### src/rtl/bank_timing_scheduler.sv
// bank_timing_scheduler
//   Per-bank DRAM timing guard placed between the command decoder and the PHY
//   command issue stage. Tracks open/closed state of every bank plus the
//   tRCD/tRAS/tRP/tWR/tRFC/tCCD_L/tCCD_S windows and only accepts a command
//   (cmd_valid & cmd_ready) when it is legal at that moment.
// Ports
//   sys_clk      clock
//   sys_rst      synchronous reset, active high
//   cmd_valid    command offered this cycle
//   cmd_decoded  0=NOP 1=REF 2=ACT 3=PRE 4=RD 5=WR, 6..15 illegal
//   bank_group   target bank group
//   bank         target bank within group
//   cmd_ready    combinational: offered command is legal now (low in reset)
//   bank_open    registered: bit i set while bank {bank_group,bank}=i is ACTIVE
//   err_illegal  registered one-cycle pulse after an illegal code was offered
module bank_timing_scheduler #(
  parameter int unsigned BG_BITS = 2,
  parameter int unsigned BA_BITS = 2,
  parameter int unsigned CNT_W   = 8,
  parameter int unsigned T_RFC   = 50,
  parameter int unsigned T_RCD   = 18,
  parameter int unsigned T_RAS   = 32,
  parameter int unsigned T_RP    = 18,
  parameter int unsigned T_WTP   = 20,
  parameter int unsigned T_CCD_L = 6,
  parameter int unsigned T_CCD_S = 4
) (
  input  logic                              sys_clk,
  input  logic                              sys_rst,
  input  logic                              cmd_valid,
  input  logic [3:0]                        cmd_decoded,
  input  logic [BG_BITS-1:0]                bank_group,
  input  logic [BA_BITS-1:0]                bank,
  output logic                              cmd_ready,
  output logic [2**(BG_BITS+BA_BITS)-1:0]   bank_open,
  output logic                              err_illegal
);

  localparam int unsigned BANK_W = BG_BITS + BA_BITS;
  localparam int unsigned NBANKS = 2**BANK_W;

  typedef enum logic [3:0] {
    CMD_NOP = 4'd0,
    CMD_REF = 4'd1,
    CMD_ACT = 4'd2,
    CMD_PRE = 4'd3,
    CMD_RD  = 4'd4,
    CMD_WR  = 4'd5
  } cmd_e;

  if (((T_RFC >> CNT_W) != 0) || ((T_RCD >> CNT_W) != 0) || ((T_RAS >> CNT_W) != 0) ||
      ((T_RP >> CNT_W) != 0) || ((T_WTP >> CNT_W) != 0) || ((T_CCD_L >> CNT_W) != 0) ||
      ((T_CCD_S >> CNT_W) != 0)) begin : g_timing_range_check
    $error("bank_timing_scheduler: a T_* value does not fit in CNT_W bits");
  end

  // A window of T cycles loads T-1 so the follow-on command is legal exactly T cycles later.
  function automatic logic [CNT_W-1:0] load_of(input int unsigned t);
    return (t == 0) ? '0 : CNT_W'(t - 1);
  endfunction

  function automatic logic [CNT_W-1:0] dec(input logic [CNT_W-1:0] v);
    return (v == '0) ? '0 : v - CNT_W'(1);
  endfunction

  localparam logic [CNT_W-1:0] LD_RFC  = load_of(T_RFC);
  localparam logic [CNT_W-1:0] LD_RCD  = load_of(T_RCD);
  localparam logic [CNT_W-1:0] LD_RAS  = load_of(T_RAS);
  localparam logic [CNT_W-1:0] LD_RP   = load_of(T_RP);
  localparam logic [CNT_W-1:0] LD_WTP  = load_of(T_WTP);
  localparam logic [CNT_W-1:0] LD_CCDL = load_of(T_CCD_L);
  localparam logic [CNT_W-1:0] LD_CCDS = load_of(T_CCD_S);

  logic [BANK_W-1:0]  idx;
  logic               accept;
  logic               is_rdwr;
  logic               ccd_clear;
  logic [NBANKS-1:0]  bank_quiet;   // IDLE and rp_cnt == 0
  logic [NBANKS-1:0]  rcd_zero;
  logic [NBANKS-1:0]  ras_zero;

  logic [CNT_W-1:0]   ccdl_q, ccdl_d;
  logic [CNT_W-1:0]   ccds_q, ccds_d;
  logic [BG_BITS-1:0] last_bg_q, last_bg_d;
  logic               err_illegal_q, err_illegal_d;

  assign idx         = {bank_group, bank};
  assign accept      = cmd_valid && cmd_ready;
  assign is_rdwr     = (cmd_decoded == CMD_RD) || (cmd_decoded == CMD_WR);
  assign err_illegal = err_illegal_q;

  for (genvar g = 0; g < NBANKS; g++) begin : g_bank
    logic             hit;
    logic             open_q, open_d;
    logic [CNT_W-1:0] rcd_q, rcd_d;
    logic [CNT_W-1:0] ras_q, ras_d;
    logic [CNT_W-1:0] rp_q, rp_d;

    assign hit           = accept && (idx == BANK_W'(g));
    assign bank_open[g]  = open_q;
    assign bank_quiet[g] = !open_q && (rp_q == '0);
    assign rcd_zero[g]   = (rcd_q == '0);
    assign ras_zero[g]   = (ras_q == '0);

    always_comb begin
      open_d = open_q;
      rcd_d  = dec(rcd_q);
      ras_d  = dec(ras_q);
      rp_d   = dec(rp_q);
      if (accept && (cmd_decoded == CMD_REF)) begin
        rp_d = LD_RFC;
      end
      if (hit) begin
        case (cmd_decoded)
          CMD_ACT: begin
            open_d = 1'b1;
            rcd_d  = LD_RCD;
            ras_d  = LD_RAS;
          end
          CMD_PRE: begin
            if (open_q) begin
              open_d = 1'b0;
              rp_d   = LD_RP;
            end
          end
          // Write recovery only extends the PRE window; compare against the
          // already-decremented value so the ACT->PRE window is not stretched.
          CMD_WR: begin
            if (ras_d < LD_WTP) begin
              ras_d = LD_WTP;
            end
          end
          default: ;
        endcase
      end
    end

    always_ff @(posedge sys_clk) begin
      if (sys_rst) begin
        open_q <= 1'b0;
        rcd_q  <= '0;
        ras_q  <= '0;
        rp_q   <= '0;
      end else begin
        open_q <= open_d;
        rcd_q  <= rcd_d;
        ras_q  <= ras_d;
        rp_q   <= rp_d;
      end
    end
  end

  assign ccd_clear = (bank_group == last_bg_q) ? (ccdl_q == '0) : (ccds_q == '0);

  always_comb begin
    cmd_ready = 1'b0;
    case (cmd_decoded)
      CMD_NOP: cmd_ready = 1'b1;
      CMD_REF: cmd_ready = &bank_quiet;
      CMD_ACT: cmd_ready = bank_quiet[idx];
      CMD_PRE: cmd_ready = !bank_open[idx] || ras_zero[idx];
      CMD_RD,
      CMD_WR:  cmd_ready = bank_open[idx] && rcd_zero[idx] && ccd_clear;
      default: cmd_ready = 1'b0;
    endcase
    if (sys_rst) begin
      cmd_ready = 1'b0;
    end
  end

  always_comb begin
    ccdl_d        = dec(ccdl_q);
    ccds_d        = dec(ccds_q);
    last_bg_d     = last_bg_q;
    err_illegal_d = cmd_valid && (cmd_decoded > CMD_WR);
    if (accept && is_rdwr) begin
      ccdl_d    = LD_CCDL;
      ccds_d    = LD_CCDS;
      last_bg_d = bank_group;
    end
  end

  always_ff @(posedge sys_clk) begin
    if (sys_rst) begin
      ccdl_q        <= '0;
      ccds_q        <= '0;
      last_bg_q     <= '0;
      err_illegal_q <= 1'b0;
    end else begin
      ccdl_q        <= ccdl_d;
      ccds_q        <= ccds_d;
      last_bg_q     <= last_bg_d;
      err_illegal_q <= err_illegal_d;
    end
  end

endmodule

### config.mk
export PLATFORM = sky130hd
export DESIGN_NAME = bank_timing_scheduler
export DESIGN_NICKNAME = d
export VERILOG_FILES = /design/src/rtl/bank_timing_scheduler.sv
export SDC_FILE = /design/constraint.sdc
export NUM_CORES = 1
export LEC_CHECK = 0
export ABC_CLOCK_PERIOD_IN_PS = 9700
export CAP_MARGIN = 0
export CORE_MARGIN = 3
export CORE_UTILIZATION = 65
export CTS_BUF_LIST = sky130_fd_sc_hd__clkbuf_4 sky130_fd_sc_hd__clkbuf_8
export DETAILED_ROUTE_END_ITERATION = 10
export PLACE_DENSITY = 0.88
export SLEW_MARGIN = 20
export SYNTH_ARGS = -nofsm -noshare
export SYNTH_HDL_FRONTEND = slang
export SYNTH_SLANG_ARGS = --single-unit
### constraint.sdc
create_clock -name sys_clk -period 9.7 [get_ports sys_clk]
set_input_delay 1.455 -clock sys_clk [delete_from_list [all_inputs] [get_ports sys_clk]]
set_output_delay 1.455 -clock sys_clk [all_outputs]
set_load 0.05 [all_outputs]
## Word-level counts from Yosys, hierarchy flattened

Cells that the tools add are included.

| operators by class | value |
|---|---|
| add/subtract/negate cells | 50 |
| magnitude comparators | 18 |
| equality and inequality tests | 21 |
| multiplexer cells | 208 |
| reduce and logical (&&, ||, !) cells | 130 |

Operators with widths:

| kind | count |
|---|---|
| $mux W8 | 176 |
| $logic_not A8 Y1 | 50 |
| $sub A8 B1 Y8 const B | 50 |
| $pmux W8 S2 | 16 |
| $lt A8 B5 Y1 const B | 16 |
| $logic_and A1 B1 Y1 | 38 |
| $eq A4 B4 Y1 const B | 8 |
| $reduce_and A2 Y1 | 16 |
| $eq A4 B3 Y1 const B | 6 |
| $logic_not A1 Y1 | 17 |
| $bmux W1 S4 | 4 |
| $eq A4 B2 Y1 const B | 4 |
| $reduce_and A16 Y1 | 1 |
| $eq A4 B1 Y1 const B | 2 |
| $logic_not A4 Y1 | 2 |
| $mux W1 | 6 |
| $mux W3 | 2 |
| $reduce_or A3 Y1 | 2 |
| $lt A4 B5 Y1 const B | 1 |
| $pmux W1 S5 | 1 |
| $gt A4 B3 Y1 const B | 1 |
| $mux W2 | 2 |
| $eq A2 B2 Y1 | 1 |
| $logic_or A1 B1 Y1 | 2 |
| 3 further kinds | 3 |

| word-level totals | value |
|---|---|
| register bits after elaboration | 419 |
| input bits | 11 |
| word-level logic and storage cells | 497 |

## Logic depth before layout (Yosys ltp)

Gate-level depths: netlist of run 1.

| logic depth | value |
|---|---|
| depth in word-level cells | 13 |
| gate-level depth with buffers | 13 |

## Worst setup path before layout of run 1

Ideal clock, no wire load.

| path | value |
|---|---|
| path type | input to output |
| from | input port cmd_decoded[1] |
| to | output port cmd_ready |
| data arrival time | 4.614 ns |
| required time | 8.245 ns |
| path slack | 3.631 ns |
| stages | 7 |
| path through | nor4b_2 > nand4_1 > or4_1 > or4_1 > o41ai_2 > nor4_1 > nor3_1 |

| between the ends | value |
|---|---|
| longest elaborated chain between the ends | 4 |

Ends and longest elaborated chain:

| element | line | RTL |
|---|---|---|
| from (decl) | 31 | `input logic [3:0] cmd_decoded,` |
| $eq A4 B3 Y1 | 157 | `case (cmd_decoded)` |
| $reduce_or A2 Y1 | 157 |  |
| $pmux W1 S5 (*) | 157 |  |
| $mux W1 (*) | 166 | `if (sys_rst) begin` |
| to (decl) | 34 | `output logic cmd_ready,` |

Every way passes the cells marked *; elsewhere a longest branch is shown, timed or not.

## Worst setup path after layout of run 1

| path | value |
|---|---|
| from | input port bank[1] |
| to | output port cmd_ready |

| between the ends | value |
|---|---|
| longest elaborated chain between the ends | 6 |

Ends and longest elaborated chain:

| element | line | RTL |
|---|---|---|
| from (decl) | 33 | `input logic [BA_BITS-1:0] bank,` |
| $bmux W1 S4 (on tied branches) | 161, 163 |  |
| $mux W1 (on tied branches) | 161, 163 |  |
| $logic_and A1 B1 Y1 or $logic_not A1 Y1 (tied branches) | 163, 161 |  |
| $logic_and A1 B1 Y1 or $logic_or A1 B1 Y1 (tied branches) | 163, 161 |  |
| $pmux W1 S5 (*) | 157 |  |
| $mux W1 (*) | 166 |  |

Every way passes the cells marked *; elsewhere a longest branch is shown, timed or not. The select of a mux whose other input is x is not followed.

==> summary.txt, run 1 <==
CTS
  • Worst-Skew Late Latency: 0.62 ns
  • # resized after CTS: 0
  • CTS buffer count: 68
  • Clock-pin slew on the worst setup and hold paths: 0.06 ns
  • CTS H-tree depth: 3
  • Longest Clk Path Bufs: 3
  • Root buffer cell: clkbuf_8
  • CTS Sinks: 419
  • CTS tree: built
  • Hold Buf Count CTS: 0
  • Number of setup buffers added after CTS: 0

Timing
  • Least-Margin Pin Slew: 1.102 ns
  • # setup viols final: 0
  • Period minus WS final: 7.844 ns
  • Fin. max-slew vios: 0
  • Worst Skew: 0.04534 ns
  • Final setup TNS: 0 ns
  • RSZ-0062 raised after global routing: no
  • Max_slew headroom: 0.2465
  • Fin crit share: 0.8086
  • Worst hold slack: 0.4812 ns
  • Fmax: 127.5 MHz
  • Fin. Hold Viols: 0

Routing
  • Via-to-Cell Ratio: 6.287
  • Drt drc: 0
  • Vias: 19,460
  • DR WL/cell: 18.11 um
  • First-pass DRT Iterations: 6
  • DRT iter0 DRCs: 1,977
  • Remaining antenna violation count: 0
  • Final wirelength: 56,050 um

Power
  • Leak: 9.186 nW
  • Total power: 8.639 mW
  • VDD IR max: 0.1675 mV
  • P per Cell Area: 372.8 mW/mm2

Logic synthesis
  • Synth Instances: 2,580
  • Share of the synthesized area in the top cell type: 0.3972
  • Post-Syn Nets: 2,659
  • Async SR Flop Fraction: 0
  • Syn_area_per_cell: 8.186 um2
  • Post-synth EDFFs: 0
  • Flops & latches, synth: 419
  • Area contributors post-synth: dfxtp_1 (40%), xnor2_1 (6.4%), nor2_1 (6.4%), nor3_1 (4.4%), ha_1 (4.0%)
  • Predominant post-synthesis flop cell: dfxtp_1
  • Yosys top cell by area: dfxtp_1
  • Synth top cells by count: dfxtp_1 (419), nor2_1 (359), nand2_1 (218), nor3_1 (186), xnor2_1 (154)
  • Synth Cell Area: 0.02112 mm2
  • Post-synthesis sequential area ratio: 0.3972
  • Yosys Warn Count: 0
  • Post-synthesis cell type count: 74
  • Count leader, synth: dfxtp_1

Floorplanning
  • # rows: 65
  • Die area: 0.03469 mm2
  • Core area: 0.03180 mm2
  • Die X: 186.3 um
  • Starting Density: 0.6642
  • I/O pins: 29
  • Die H: 186.3 um

Worst hold path
  • Worst hold path type: reg2reg
  • Min-delay src: g_bank[4].rp_q[3]

Worst setup path
  • Req. time, crit path: 8.25 ns
  • Critical path class: in2out
  • Reg2reg start: g_bank[4].rp_q[0]
  • Worst setup path start: bank[1]
  • CP arrival: 6.39 ns
  • Crit path launch type: primary input
  • Crit end category: output pin
  • Crit path max fanout: 21

Cells and area
  • Final net count: 2,690
  • Diodes inserted: 0
  • P&R area growth vs syn: 9.727%
  • Final core occ: 0.7288
  • Fraction of layout cells with a size suffix above 1: 0.07215
  • Non-Filler Instances: 3,096

Global route
  • Gr ovfl total: 0
  • GRT Overall Usage: 0.3163
  • Vias in the first global route: 18,790
  • First-pass GRT wire length: 90,310 um
  • Largest net degree at the start of global routing: 69
  • Initial antenna violation count: 1

Place
  • Port-buffer cells: 28
  • Dpl hpwl: 38,780 um
  • GP Congestion: 0.9748
  • Cells after DPL: 2,976

Flow run
  • Max-cap violation count: 0

Run status
  • Outcome: finished, final reports clean
[metal layers]
layer	vias up	track usage	part of all wire
li1	9149	-	-
met1	9071	0.3774	0.39
met2	1013	0.5323	0.46
met3	229	0.07935	0.11
met4	2	0.1588	0.047
met5	-	0	0.00023
[critical path, stage by stage]
cell and delay, ns:
clkdlybuf4s50_1 0.89, buf_4 0.37, nand4bb_1 0.40, a21oi_1 0.10
a2111oi_0 0.57, o311ai_0 0.30, nor4_2 0.75, nor4_1 0.11
buf_4 0.21, nor3_1 0.32, clkdlybuf4s50_1 0.91
[cell families (layout without fill, tap and decap cells)]
| family | count (synthesis) | count (layout) | synth area share |
|---|---|---|---|
| and+or+nand+nor | 1126 | 1126 | 0.2605 |
| adders and majority gates | 68 | 68 | 0.04028 |
| DFF | 419 | 419 | 0.3972 |
| buffers and inverters | 222 | 303 | 0.04307 |
| AOI/OAI and AO/OA | 485 | 485 | 0.1462 |
| muxes | 31 | 31 | 0.01783 |
| xor gates and xnor gates | 229 | 229 | 0.09496 |
[final timing paths]
check                                          to  slack (ns)  depth (start not counted)
worst min-delay path            g_bank[4].rp_q[3]        0.48                          2
worst max-delay path                    cmd_ready        1.86                         11
worst max register to register  g_bank[7].rp_q[5]        4.62                         10
worst min register to register  g_bank[4].rp_q[3]        0.48                          2
[state kept, by name (all words and copies together) (netlist names)]
signal	count
g_bank.ras_q	128
ccdl_q	8
g_bank.rp_q	128
g_bank.open_q	16
ccds_q	8
last_bg_q	2
err_illegal	1
g_bank.rcd_q	128
[metrics by stage]
step           area, um2  setup slack (ns)
2_1_floorplan      21120             3.631
6_report           23170             1.856
5_1_grt            23170             1.680
4_1_cts            23170             1.575
3_5_place_dp       21710             1.628
3_3_place_gp       21710             1.833
[final cells by class]
cell class	instances	area [um2]
multi-input combinational	1939	11860
fill	2255	8625
sequential	419	8388
clock buffer	108	1355
tap	435	544.3
inverter	136	510.5
timing repair buffer	47	420.4
clock inverter	12	98.84
[power breakdown]
group	total [mW]	internal [mW]	switching (mW)
clock network	1.62	0.915	0.708
registers	2.97	2.36	0.614
logic	4.05	1.74	2.31
[placed cells by master, fill, tap and decap left out, types with 10 or more instances in the layout]
cell type / count
a211o_1: 12
ha_1: 68
nor4b_1: 12
xnor2_1: 154
a21o_1: 22
o311ai_0: 11
o211ai_1: 11
a31oi_1: 36
o22ai_1: 19
o21ai_1: 25
mux2i_1: 23
nand3_1: 63
clkbuf_8: 87
a21oi_1: 102
clkdlybuf4s50_1: 27
xor2_1: 75
or4_1: 17
nor2_1: 359
nor3_1: 186
nor3b_1: 30
buf_4: 20
nand4_1: 14
and3_1: 13
dfxtp_1: 419
clkbuf_4: 21
nand2b_1: 42
nor2b_1: 23
or3_1: 30
nor4_1: 51
nand2_1: 218
o31ai_1: 30
o21ai_0: 127
a211oi_1: 10
or2_2: 14
inv_1: 136
Power figures use the tool's default switching activity.
==> inputs of run 2 (changes only) <==
- ABC_CLOCK_PERIOD_IN_PS: 9700 -> 6600
- CORE_UTILIZATION: 65 -> 59
- PLACE_DENSITY: 0.88 -> 0.85
- clock period: 9.7 -> 6.6 ns (I/O delays scaled with it)
==> summary.txt, run 2 (synthesized netlist as in run 1, its figures left out) <==
Run status
  • Outcome: finished, final reports clean

Floorplanning
  • # rows: 68
  • Starting Density: 0.6055
  • I/O pins: 29
  • Core area: 0.03488 mm2
  • Die X: 195.2 um
  • Die H: 195.2 um
  • Die area: 0.03810 mm2

Power
  • Clock power share: 0.184
  • Switch share: 0.4191
  • Switch Pwr: 5.272 mW
  • P per Cell Area: 542.7 mW/mm2
  • Logic pwr share: 0.469
  • Leak: 9.183 nW
  • Flop pwr share: 0.347
  • Int Power: 7.307 mW
  • VDD IR max: 0.3193 mV

CTS
  • Hold Buf Count CTS: 0
  • CTS buffer count: 70
  • CTS tree: built
  • Number of setup buffers added after CTS: 0
  • CTS Sinks: 419
  • Longest Clk Path Bufs: 3
  • CTS H-tree depth: 3
  • Worst-Skew Late Latency: 0.63 ns
  • Clock-pin slew on the worst setup and hold paths: 0.06 ns
  • # resized after CTS: 0
  • Root buffer cell: clkbuf_8

Timing
  • Fin. Hold Viols: 0
  • Fin. max-slew vios: 0
  • Least-Margin Pin Slew: 1.085 ns
  • RSZ-0062 raised after global routing: no
  • Fin crit share: 0.8611
  • Setup slack after layout: 0.9170 ns
  • # setup viols final: 0
  • Worst Skew: 0.03521 ns
  • Fmax: 176.0 MHz
  • Final setup TNS: 0 ns
  • Period minus WS final: 5.683 ns
  • Max_slew headroom: 0.2700

Cells and area
  • Final net count: 2,698
  • Top flop regs: g_bank.ras_q (128), g_bank.rcd_q (128), g_bank.rp_q (128)
  • Non-Filler Instances: 3,116
  • Final core occ: 0.6645
  • P&R area growth vs syn: 9.751%
  • Diodes inserted: 0
  • Leading cell type in the layout, fill and taps excluded: dfxtp_1
  • Commonest non-fill, non-tap cells in the layout: dfxtp_1 (419), nor2_1 (359), nand2_1 (218)
  • Fraction of layout cells with a size suffix above 1: 0.07215

Routing
  • Via-to-Cell Ratio: 6.186
  • Final wirelength: 55,140 um
  • Remaining antenna violation count: 0
  • DR WL/cell: 17.70 um
  • DRT iter0 DRCs: 1,912
  • Top Layer Used: met5
  • M1 WL: 22,140 um
  • Wire length on met2: 25,420 um
  • DR WL met3: 5352 um
  • Vias: 19,280
  • Drt drc: 0
  • First-pass DRT Iterations: 7

Worst setup path
  • CP arrival: 4.69 ns
  • Req. time, crit path: 5.61 ns
  • Crit path max fanout: 22
  • Critical path class: in2out
  • Crit end category: output pin
  • Crit path launch type: primary input

Place
  • Pre-CTS setup slack: 1.049 ns
  • Port-buffer cells: 28
  • Dpl hpwl: 38,630 um
  • GP Congestion: 0.9522
  • Cells after DPL: 3,001

Global route
  • Gr ovfl total: 0
  • Largest net degree at the start of global routing: 43
  • Initial antenna violation count: 1
  • First-pass GRT wire length: 90,530 um
  • GRT Overall Usage: 0.2825
  • Vias in the first global route: 18,770

Worst hold path
  • Worst hold path type: reg2reg

Flow run
  • Max-cap violation count: 0
==> run 2: path summary, 6_finish.rpt <==
kind / from / endpoint / slack, ns / cells after the start
setup / recovery: bank[1] / cmd_ready / 0.92 / 12
hold / removal: g_bank[4].rp_q[0] / g_bank[4].rp_q[0] / 0.47 / 1
setup reg to reg: g_bank[14].rp_q[0] / g_bank[1].rp_q[5] / 2.03 / 10
hold reg to reg: g_bank[4].rp_q[0] / g_bank[4].rp_q[0] / 0.47 / 1
==> run 2: metrics by stage <==
stage	power, mW	area [um2]	hold slack [ns]
6_report	12.58	23180	0.4726
5_1_grt	13.57	23180	0.4981
4_1_cts	12.50	23170	0.4723
3_5_place_dp	10.10	21790	0.4626
3_3_place_gp	9.769	21790	0.4496
2_1_floorplan	8.832	21120	0.4358
==> run 2: worst max-delay path, stage by stage <==
cell	delay, ns
clkdlybuf4s50_1	0.89
nand2b_1	0.47
nor3_1	0.08
buf_4	0.20
a2111oi_0	0.40
o311ai_0	0.26
nor4_1	0.35
buf_4	0.22
nor4_1	0.06
buf_4	0.22
nor3_1	0.34
buf_12	0.19
==> run 2: final cells by class <==
class,count,area (um2)
fill,2714,11700
multi-input combinational,1939,11850
timing repair buffer,53,479.2
tap,455,569.3
clock inverter,20,162.7
sequential,419,8388
inverter,136,510.5
clock buffer,94,1219
==> run 2: power groups by stage <==
stage | registers [mW] | logic (mW) | clock network (mW)
finish | 4.36 | 5.90 | 2.32
global route | 4.48 | 6.63 | 2.46
CTS | 4.33 | 5.82 | 2.35
detailed placement | 4.36 | 5.75 | 0
global placement | 4.30 | 5.47 | 0
floorplan | 4.14 | 4.70 | 0
==> run 2: routing by layer <==
layer	vias up	GRT usage
li1	9159	-
met3	196	0.06625
met4	2	0.1260
met1	9006	0.3528
met2	913	0.4669
met5	-	0
==> inputs of run 3 (changes only) <==
- ABC_CLOCK_PERIOD_IN_PS: 6600 -> 5720
- CORE_UTILIZATION: 59 -> 65
- PLACE_DENSITY: 0.85 -> 0.88
- clock period: 6.6 -> 5.72 ns (I/O delays scaled with it)
==> summary.txt, run 3 (synthesized netlist as in run 1, its figures left out) <==
Run status
  • Outcome: finished, final reports clean

Place
  • Dpl hpwl: 38,400 um
  • Pre-CTS setup slack: 0.1075 ns
  • GP Congestion: 0.9812
  • Port-buffer cells: 28

Routing
  • DR WL/cell: 17.88 um
  • First-pass DRT Iterations: 8
  • Vias: 19,380
  • DRT iter0 DRCs: 2,002
  • Via-to-Cell Ratio: 6.232
  • Final wirelength: 55,580 um
  • Drt drc: 0
  • Remaining antenna violation count: 0

Global route
  • Vias in the first global route: 18,610
  • Largest net degree at the start of global routing: 62
  • Gr ovfl total: 0
  • GRT Overall Usage: 0.3133
  • First-pass GRT wire length: 89,360 um
  • Initial antenna violation count: 0

Timing
  • Setup slack after layout: 0.04299 ns
  • RSZ-0062 raised after global routing: no
  • Least-Margin Pin Slew: 1.028 ns
  • Worst hold slack: 0.4695 ns
  • Worst Skew: 0.03017 ns
  • Period minus WS final: 5.677 ns
  • Final setup TNS: 0 ns
  • # setup viols final: 0
  • Fin crit share: 0.9925
  • Max_slew headroom: 0.3048
  • Fin. Hold Viols: 0
  • Fmax: 176.1 MHz
  • Fin. max-slew vios: 0

Cells and area
  • Commonest non-fill, non-tap cells in the layout: dfxtp_1 (419), nor2_1 (359), nand2_1 (218)
  • P&R area growth vs syn: 10.30%
  • Final net count: 2,701
  • Diodes inserted: 0
  • Final core occ: 0.7326
  • Fraction of layout cells with a size suffix above 1: 0.07666
  • Top flop regs: g_bank.ras_q (128), g_bank.rcd_q (128), g_bank.rp_q (128)
  • Leading cell type in the layout, fill and taps excluded: dfxtp_1

Worst setup path
  • FF-to-FF End: last_bg_q[1]
  • Reg2reg start: g_bank[5].ras_q[0]
  • Critical path class: in2out
  • Crit path max fanout: 24
  • Worst R2R Setup Slack: 1.37 ns
  • CP arrival: 4.82 ns
  • Req. time, crit path: 4.86 ns
  • Crit path launch type: primary input
  • Reg2Reg Depth: 10
  • Crit end category: output pin

CTS
  • Number of setup buffers added after CTS: 0
  • Root buffer cell: clkbuf_8
  • CTS Sinks: 419
  • # resized after CTS: 0
  • Hold Buf Count CTS: 0
  • CTS H-tree depth: 3
  • Worst-Skew Late Latency: 0.60 ns
  • CTS buffer count: 70
  • Longest Clk Path Bufs: 3
  • Clock-pin slew on the worst setup and hold paths: 0.06 ns
  • CTS tree: built

Worst hold path
  • Hold Path Stages: 1
  • Min-delay src: g_bank[4].rp_q[0]
  • Hold path endpoint: g_bank[4].rp_q[0]
  • Worst hold path type: reg2reg

Power
  • P per Cell Area: 628.0 mW/mm2
  • Total power: 14.63 mW
  • Leak: 9.242 nW
  • VDD IR max: 0.3171 mV

Floorplanning
  • Core area: 0.03180 mm2
  • Die X: 186.3 um
  • # rows: 65
  • Die H: 186.3 um
  • I/O pins: 29
  • Starting Density: 0.6642
  • Die area: 0.03469 mm2

Flow run
  • Max-cap violation count: 0
[run 3: cell types whose count changed in the layout (fill, tap and decap cells not counted)]
| cell | before | now |
|---|---|---|
| buf_4 | 25 | 29 |
| buf_6 | 1 | 0 |
| bufinv_16 | 2 | 1 |
| clkbuf_4 | 12 | 25 |
| clkbuf_8 | 82 | 88 |
| clkinv_2 | 14 | 5 |
| clkinv_4 | 0 | 1 |
| clkinvlp_4 | 2 | 3 |
| inv_6 | 2 | 1 |
| o41a_2 | 1 | 0 |
| o41a_4 | 0 | 1 |
[run 3: worst max-delay path, stage by stage]
cell	delay, ns
clkdlybuf4s50_1	1.05
nand4bb_1	0.24
buf_4	0.21
a21oi_1	0.06
a2111oi_0	0.77
o311ai_0	0.35
nor4_1	0.39
buf_4	0.23
nor4_1	0.08
nor3_1	0.24
buf_4	0.18
buf_12	0.14
[run 3: stage by stage]
stage               std cells  instance area (um2)
floorplan                2580                21120
global placement         2985                21790
detailed placement       2985                21790
CTS                      3109                23290
global route             3109                23290
finish                   3109                23290
[run 3: where the power goes]
part	switching [mW]	internal (mW)
logic	3.83	2.96
registers	1.04	4.00
clock network	1.21	1.59
[run 3: how the worst max path moves through the flow]
| stage | start | endpoint |
|---|---|---|
| 6_report | bank_group[1] | cmd_ready |
| 4_1_cts | bank_group[1] | cmd_ready |
| 2_1_floorplan | cmd_decoded[1] | cmd_ready |
| 5_1_grt | bank_group[1] | cmd_ready |
| 3_5_place_dp | bank_group[1] | last_bg_q[1] |
| 3_3_place_gp | bank_group[1] | last_bg_q[1] |
[run 3: metal layers]
metal	vias to the layer above	part of all wire	global-route usage	wire length, um
li1	9171	-	-	-
met1	9013	0.40	0.3875	22040
met2	987	0.45	0.5236	25150
met3	205	0.11	0.07935	6104
met4	0	0.041	0.1302	2281
met5	-	0	0	0
[run 3: cell type report]
cell class              instances  area, um2
well taps                     435      544.3
inverters                     136      510.5
multi-input cells            1939      11860
clock inverters                11      95.09
repair buffers                 56      498.0
clock buffers                 113       1399
fillers                      2229       8504
flip-flops and latches        419       8388
